## src/rtl/single_loop_pkg.sv

```systemverilog
// Shared control-unit definitions for the loop-iteration tracker:
// superscalar lane count helper and the default iteration-index type.
package single_loop_pkg;

  localparam int SL_BITS = 15;
  localparam int SL_SUPERSCALAR_LOG_WIDTH = 2;

  typedef logic [SL_BITS-1:0] iter_idx_t;

  // Iterations issued per pass when the loop body is inner-independent.
  function automatic int lane_count(input int log_width);
    return 1 << log_width;
  endfunction

endpackage : single_loop_pkg

```

## src/rtl/single_loop.sv

```systemverilog
// Loop-iteration tracker: counts issued iterations (1 or a lane-width per pass)
// and raises done while the final iteration/pass is in flight.
module single_loop
  import single_loop_pkg::*;
#(
  parameter int BITS                  = SL_BITS,
  parameter int SUPERSCALAR_LOG_WIDTH = SL_SUPERSCALAR_LOG_WIDTH
) (
  input  logic            clk,
  input  logic            reset,
  input  logic            should_increment,
  input  logic [BITS-1:0] initial_iteration_count,
  input  logic            jumped,
  input  logic            initial_is_inner_independent_loop,
  output logic            done,
  output logic [BITS-1:0] current_iteration
);

  localparam int LANES = lane_count(SUPERSCALAR_LOG_WIDTH);

  logic [BITS-1:0] cur_q, cur_d;
  logic [BITS-1:0] count_q;
  logic            mode_q;
  logic            loaded_q;

  logic [BITS-1:0] eff_count;
  logic            eff_mode;
  logic [BITS:0]   step;
  logic [BITS:0]   sum;
  logic            done_c;

  // Before capture the live inputs stand in for the not-yet-loaded registers,
  // so done and the capture-edge increment already see the configuration.
  always_comb begin
    eff_count = initial_iteration_count;
    eff_mode  = initial_is_inner_independent_loop;
    if (loaded_q) begin
      eff_count = count_q;
      eff_mode  = mode_q;
    end
    step   = eff_mode ? (BITS+1)'(LANES) : (BITS+1)'(1);
    sum    = {1'b0, cur_q} + step;
    done_c = (sum >= {1'b0, eff_count});
    cur_d  = cur_q;
    // sum < eff_count whenever done is low, so truncation is lossless here.
    if (should_increment && jumped && !done_c) begin
      cur_d = sum[BITS-1:0];
    end
  end

  always_ff @(posedge clk or negedge reset) begin
    if (!reset) begin
      cur_q    <= '0;
      count_q  <= '0;
      mode_q   <= 1'b0;
      loaded_q <= 1'b0;
    end else begin
      cur_q <= cur_d;
      if (!loaded_q) begin
        count_q  <= initial_iteration_count;
        mode_q   <= initial_is_inner_independent_loop;
        loaded_q <= 1'b1;
      end
    end
  end

  assign done              = done_c;
  assign current_iteration = cur_q;

endmodule : single_loop

```

## config.mk

```make
export PLATFORM = sky130hd
export DESIGN_NAME = single_loop
export DESIGN_NICKNAME = d
export VERILOG_FILES = /design/src/rtl/single_loop_pkg.sv /design/src/rtl/single_loop.sv
export SDC_FILE = /design/constraint.sdc
export NUM_CORES = 1
export LEC_CHECK = 0
export CAP_MARGIN = 10
export CELL_PAD_IN_SITES_DETAIL_PLACEMENT = 1
export CELL_PAD_IN_SITES_GLOBAL_PLACEMENT = 2
export CORE_ASPECT_RATIO = 1.75
export CORE_MARGIN = 3
export CORE_UTILIZATION = 30
export DETAILED_ROUTE_END_ITERATION = 8
export PLACE_DENSITY = 0.74
export SYNTH_ARGS = -nofsm -noshare
export SYNTH_HDL_FRONTEND = slang
export SYNTH_SLANG_ARGS = --single-unit
export TNS_END_PERCENT = 20
```

## constraint.sdc

```tcl
create_clock -name clk -period 6.1 [get_ports clk]
set_input_delay 1.83 -clock clk [delete_from_list [all_inputs] [get_ports clk]]
set_output_delay 1.83 -clock clk [all_outputs]
set_load 0.02 [all_outputs]
```

==> results of run 1 <==
synthesized netlist by cell type, drive strengths merged:
library cell  instances  share of area, %
a211oi                1              0.39
nand3                 3              0.79
and4b                 1              0.53
nor4                  2              0.66
and4                  1              0.46
nor2b                 1              0.33
conb                  1              0.20
a31oi                 2              0.66
nand2b                3               1.4
mux2i                15               7.9
ha                   18                12
inv                  16               3.2
buf                   5               2.8
nor2                  3              0.59
and3                  7               2.3
dfrtp                32                42
o21bai                1              0.39
a21oi                 4               1.1
xor2                 10               4.6
xnor2                15               7.3
a21o                  1              0.39
mux2                  4               2.4
nand2                13               2.6
clkbuf                2              0.59
a2111o                1              0.59
nor3                  1              0.26
nand4                 7               3.1
o21ai                 3              0.79
critical path, stage by stage:
cell                      delay, ns
sky130_fd_sc_hd__buf_6         0.09
sky130_fd_sc_hd__mux2i_4       0.18
sky130_fd_sc_hd__inv_2         0.08
sky130_fd_sc_hd__ha_4          0.28
sky130_fd_sc_hd__a21oi_2       0.05
sky130_fd_sc_hd__and4b_1       0.27
sky130_fd_sc_hd__and3_4        0.19
sky130_fd_sc_hd__and3_4        0.24
sky130_fd_sc_hd__nand3_4       0.09
sky130_fd_sc_hd__xnor2_2       0.16
sky130_fd_sc_hd__ha_1          0.33
sky130_fd_sc_hd__nand3_2       0.09
sky130_fd_sc_hd__nor4_2        0.26
sky130_fd_sc_hd__a31oi_1       0.13
sky130_fd_sc_hd__nand4_1       0.13
sky130_fd_sc_hd__buf_6         0.13
sequential cells by signal, summed over array words and instances, names as in the netlist:
register	flops
loaded_q	1
count_q	15
mode_q	1
current_iteration	15
path summary, 6_finish.rpt:
check	startpoint	endpoint	slack, ns	cells past startpoint
worst min-delay path	count_q[1]	count_q[1]	0.49	2
max in group asynchronous	reset	count_q[11]	3.84	2
worst min register to register	count_q[1]	count_q[1]	0.49	2
worst max-delay path	initial_is_inner_independent_loop	done	-0.26	16
min in group asynchronous	reset	current_iteration[4]	1.94	2
worst max register to register	loaded_q	current_iteration[2]	2.22	17
through the flow:
step	total power [mW]	setup TNS, ns	hold WS (ns)	utilization, %
after CTS	0.820	-0.224	0.497	43.6
final	0.812	-0.256	0.492	44.4
after detailed placement	0.619	-1.07	0.482	40.8
after floorplan	0.469	0	0.456	-
after global placement	0.613	-0.962	0.474	40.8
after global routing	0.868	-0.413	0.531	44.4
cells by family (layout without fill, tap and decap cells):
logic type               after synthesis  in the layout  synth area share (%)
AO/OA/AOI/OAI                         13             13                  4.27
XOR/XNOR                              25             25                  11.9
AND/OR/NAND/NOR                       42             42                  12.9
flip-flops                            32             32                  42.1
other                                  1              1                 0.197
adder cells (fa/ha/maj)               18             18                  11.8
buffers and inverters                 23             83                  6.57
multiplexers                          19             19                  10.2
final cells by class:
class | instances | share of cell area, %
Multi-Input combinational cell | 118 | 40.6
Sequential cell | 32 | 30.0
Timing Repair Buffer | 59 | 20.1
Tap cell | 78 | 3.66
Clock buffer | 8 | 3.37
Inverter | 16 | 2.25
routing by layer:
| layer | part of all wire, % | vias to the layer above |
|---|---|---|
| met2 | 57 | 27 |
| li1 | - | 703 |
| met3 | 2.7 | 8 |
| met4 | 2.9 | 0 |
| met1 | 37 | 710 |
| met5 | 0 | - |
where the power goes:
part / switching [mW] / internal [mW]
clock: 0.0809 / 0.0921
sequential: 0.0461 / 0.246
combinational: 0.158 / 0.190
timing repair:
item | CTS | global route
resized for setup | 18 | 4
hold endpoints to repair | 0 | 0
pin swaps | 12 | 9
setup buffers | 5 | 3
setup endpoints to repair | 1 | 1
==> results summary, run 1 <==
After detailed routing, the average wire length per cell comes to 15.2 um. For this block, the routed nets add up to 4.74 mm of wire. Summing all multi-input logic gate instances after layout gives 1080 um2. The average cell area after synthesis is 11.0 um2.

Across the run, the number of max-cap violations was 0. The global-route met3 utilization is ~2.7%. The clock-pin slew of the registers on the worst-case setup and hold paths came out at approximately 0.07 ns.

The global routing met1 resource utilization came out at 15.1%. The flow ran to the end, but the final reports show violations. The instance count of the mapped netlist came out at 173. The count of filler cells inserted in the layout is 686. The clock tree from TritonCTS is yes.

After floorplanning, the core was divided into 37 placement rows. In the final layout, the share of cells above drive strength 1 is 22.7%. The layout overhead on the synthesized area came out at 40.2%. The worst-case vdd ir drop is 0.240 mV. The total iterations of the first detailed-routing run came out at 4. By startpoint and endpoint, the worst setup path is classified as input port to output port.

The starting utilization of the core area is a little under a third. The number of global-route vias before repair was ~1600. The checks that failed: negative setup slack. The clock latency reported for the late side of the worst-skew pair is roughly 0.29 ns. The final worst-path setup slack is -0.256 ns.

The post-place setup slack is -1.07 ns. The H-tree was split into 2 levels. The final setup skew is between 0.009 and 0.01 ns.

The number of buffers between clock root and the deepest sink is 2. The detailed router finished its first iteration with 39 violations. The share of the clock period used by the worst path came out at 104%.

The count of clock tree sinks is 32. The initial antenna violation count came out at 0. The total of buffers placed on input and output ports came out at 35. Synthesis produced a netlist with a net count of 211. The minimum clock period after layout came out at 6.36 ns. The cell leakage power is between 1 and 1.5 nW. The setup-violating endpoint count in the final report is 1. In this run the remaining antenna-violating nets after routing total 0. The count of yosys warnings during synthesis came out at 0. The total overflow left after global routing is 0. Leaving out fill and tap cells, the most frequent cell in the layout is sky130_fd_sc_hd__clkdlybuf4s50_1. The type of element capturing the critical path is an output port. The number of nets in the final layout came out at 270.

In the layout the commonest cells are sky130_fd_sc_hd__clkdlybuf4s50_1, sky130_fd_sc_hd__dfrtp_1, sky130_fd_sc_hd__buf_4. The first global-routing pass estimated roughly 7.9 mm of wire. The worst hold path belongs to the class flip-flop to flip-flop. Excluding fillers, the count of instances in the completed layout stands at 311. Global routing consumed, on the met2 layer, 24.9% of the routing resources. The power per cell area is 304 nW/um2. The die width came out at 66.2 um. The final routed DRC violation total came out at 0. The number of hold violations in the final report is 0. The flip-flop and latch count after synthesis came out at 32. The instance area after placement came out at 2460 um2. The global placer's final weighted congestion is 0.751. The placed wire-length estimate after detailed placement is ~3.5 mm. The number of diodes is 0. After detailed routing, the number of vias per cell comes to 4.66. The worst path required time came out at 4.27 ns. The sequential-to-total area share from yosys stat is 42.0%. The netlist uses 34 different library cells. The die footprint is between 7000 and 8000 um2. The most congested layer reported by global routing is met2.

The sequential cells in the finished layout cover a total of 801 um2. STA classifies the critical path startpoint as an input port. The maximum fanout along the worst path is 5. The final number of max-transition violations came out at 0. After detailed placement, the design holds a cell count of 295. Setup repair after global routing could not meet its margin everywhere.

The post-synthesis instance area came out at 1900 um2. The number of buffers created by CTS is 5. The die is 111 um tall. The total via count in the routed design is approximately 1400. Timing would allow up to around 160 MHz.

Entering global routing, the biggest net connects 33 pins. The critical path arrival is about 4.5 ns. The design area is 2670 um2. The area of the placeable core came out at 6020 um2. In this run, post-CTS hold repair placed 0 buffers.

For this design the top-level I/O count stands at 36. The CTS root buffer is sky130_fd_sc_hd__clkbuf_8. The total global routing track utilization is 14.1%.
(Power assumes the default switching activity.)
==> inputs of run 2 (changes only) <==
Settings changed: ABC_CLOCK_PERIOD_IN_PS from default to 6100.
==> results of run 2 <==
The final DEF is identical to that of run 1; final timing and power are the same.
==> inputs of run 3 (changes only) <==
Settings changed: CORE_MARGIN 3 to default.
==> run 3 against run 2 <==
The run still ends with negative setup slack left. Clock-buffer cell count decreased by 1. Clock skew is 0.00084 ns lower. Sequential power about the same. Total power increased by 3.4%. Critical path type unchanged.
==> results summary, run 3 (synthesized netlist as in run 1, its figures left out) <==
The flow ran to the end, but the final reports show violations. The final reports fail on negative setup slack. The post-place setup slack came out at -1.17 ns (-0.109 ns).

The internal power summed over all cells came out at 0.563 mW (+6.8%). The minimum clock period after layout came out at 6.25 ns (-0.105 ns). STA classifies the critical path endpoint as an output port. The worst-case vdd ir drop came to 0.190 mV (-21%). The number of nets in the final layout came to 263 (-2.6%). The final number of max-transition violations came out at 0 (unchanged). The initial antenna violation count came out at 0 (unchanged). The placed wire-length estimate after detailed placement is 3.51 mm (about the same). The number of levels the H-tree was split into came out at 2 (unchanged).

The worst hold-check slack came out at 0.495 ns (+0.00296 ns). The power per cell area came out at 316 nW/um2 (+3.8%). The number of global-route vias before repair is 1599 (-2.7%). Setup repair after global routing could not meet its margin everywhere.

The combinational fraction of design power came out at 38.6% (-4.2 points). The critical path is of the input port to output port type. The total negative setup slack is -0.151 ns (+0.105 ns). The final routed DRC violation total came out at 0 (unchanged). The clock latency reported for the late side of the worst-skew pair is 0.29 ns (about the same).

The number of placed cells counting well taps is 295 (unchanged). The count of clock tree sinks was 32 (unchanged). The number of standard-cell rows in the floorplan is 38 (+2.7%). The relative contribution of the clock network to total power is 26.8% (+5.5 points).

The final setup skew came to 0.00822 ns (-0.000836 ns). The root buffer cell chosen for the clock tree is sky130_fd_sc_hd__clkbuf_8. The die width was 62.2 um (-6.0%). The number of buffers created by CTS is 5 (unchanged). The residual antenna-violating net count after detailed routing came out at 0 (unchanged). The fraction of final layout cells sized beyond drive strength 1 came out at 21.7% (-1.1 points).

The starting utilization of the core area came out at 30.8% (-0.83 points). The startpoint type of the worst setup path is an input port. The worst path required time came out at 4.27 ns (about the same). The most common cell after layout, fill and taps aside is sky130_fd_sc_hd__clkdlybuf4s50_1.

The instance area after placement is 2440 um2 (-0.51%). The critical path arrival came out at 4.42 ns (-0.11 ns). The die footprint is 6680 um2 (-9.4%).

The initial detailed-routing violation count is 6 (-85%). The length of routed met3 wiring was 126 um (-0.79%). The first-pass GRT wire length came out at 8.02 mm (+2.1%). The biggest cell delay along the critical path is 0.31 ns (-0.02 ns). The filler-free cell count of the finished design is 306 (-1.6%). The path class of the tightest hold or removal check is flip-flop to flip-flop. The maximum number of pins on one net before global-route repair is 33 (unchanged).

The layout overhead on the synthesized area is 39.7%. The count of filler cells inserted in the layout is 699 (+1.9%). The total of buffers placed on input and output ports is 35 (unchanged). The number of ports placed on the die boundary came out at 36 (unchanged). The via count normalized by instance count is 4.66 (+0.16%).

The met2 wire length came out at 2.65 mm (-1.8%). The global placer's final weighted congestion was 0.756 (+0.72%). The total iterations of the first detailed-routing run is 4 (unchanged). The final core area utilization was 43.0% (-1.3 points). The post-layout total power came to 0.840 mW (+3.4%). The cell with the largest stage delay on the worst path is sky130_fd_sc_hd__ha_1.

The height of the die is 107 um (-3.6%). The total global routing track utilization is 15.8% (+1.7 points). In the layout the commonest cells are sky130_fd_sc_hd__clkdlybuf4s50_1, sky130_fd_sc_hd__dfrtp_1, sky130_fd_sc_hd__buf_4. Traced cell by cell, the critical path runs through buf_6 -> mux2i_4 -> inv_2 -> ha_4 -> a21oi_4 -> and4b_1 -> and3_4 -> and3_4 -> nand3_2 -> xnor2_2 -> ha_1 -> nand3_2 -> buf_4 -> o21bai_1 -> nand4_1 -> buf_6. The number of hold violations in the final report is 0 (unchanged). The clock-pin slew of the registers on the worst-case setup and hold paths came out at 0.07 ns (about the same).

The detailed router used layers up to and including met4. The total routed wire length on the met1 layer came out at 1.69 mm (-4.7%). The setup-violating endpoint count in the final report came out at 1 (unchanged). The sequential cell fraction of total power came to 34.6% (-1.3 points).

The max-cap check violation count came out at 0 (unchanged). The maximum clock frequency was 160 MHz (+1.7%). The share of the clock period used by the worst path came out at 102% (-1.7 points). The clock tree from TritonCTS is yes. The total via count in the routed design came out at 1427 (-1.5%). The area of the placeable core came out at 6180 um2 (+2.7%). The maximum fanout along the worst path was 4 (-1).

The number of diodes came to 0 (unchanged). The net load switching power is 0.277 mW (-2.8%). The detailed-route wire length is 4.56 mm (-3.7%). The total congestion overflow is 0 (unchanged). The cell leakage power was 1.30 nW (-1.3%). The share of total power consumed by net switching was 33.0% (-2.1 points). The count of hold buffers inserted by post-cts repair is 0 (unchanged). The final worst-path setup slack is -0.151 ns (+0.105 ns). The number of buffers between clock root and the deepest sink is 2 (unchanged). The design area came to 2660 um2 (-0.37%). The average wire length per cell after detail routing is 14.9 um (-2.2%).
run 3: layer usage:
layer | GRT usage, % | vias to the layer above
li1 | - | 693
met3 | 2.97 | 7
met4 | 6.48 | 0
met2 | 31.0 | 24
met1 | 16.0 | 703
met5 | 0 | -
run 3: layout make-up:
type | count | area [um2] | area share (%)
clock buffers | 7 | 96.3 | 3.62
clock inverters | 1 | 30.0 | 1.13
inverters | 16 | 60.1 | 2.26
multi-input cells | 118 | 1090 | 41.1
flip-flops and latches | 32 | 801 | 30.1
well taps | 80 | 100 | 3.76
repair buffers | 52 | 480 | 18.1
run 3: repair_timing:
item,4_1_cts,5_1_grt
setup endpoints to repair,1,1
hold endpoints to repair,0,0
setup buffers,2,1
pin swaps,10,4
gates resized for setup,19,2
run 3: power groups by stage:
stage	clock [mW]	combinational, mW	sequential (mW)
after floorplan	0	0.159	0.310
after global placement	0	0.301	0.293
after detailed placement	0	0.313	0.292
after CTS	0.234	0.330	0.291
after global routing	0.244	0.360	0.298
final	0.225	0.324	0.291
run 3: worst paths after layout:
| check | start | end | slack, ns | cells after the start |
|---|---|---|---|---|
| worst max-delay path | initial_is_inner_independent_loop | done | -0.15 | 16 |
| max in group asynchronous | reset | count_q[5] | 3.85 | 2 |
| worst min register to register | count_q[4] | count_q[4] | 0.50 | 2 |
| worst min-delay path | count_q[4] | count_q[4] | 0.50 | 2 |
| worst max register to register | loaded_q | current_iteration[2] | 2.20 | 17 |
| min in group asynchronous | reset | current_iteration[12] | 1.95 | 2 |
run 3: worst max-delay path, delay by kind of cell:
kind            cells  cell delay (ns)
simple gates        6             0.96
xor+xnor            1             0.16
compound gates      2             0.22
mux                 1             0.18
buf+inv             4             0.44
fa+ha+maj           2             0.61
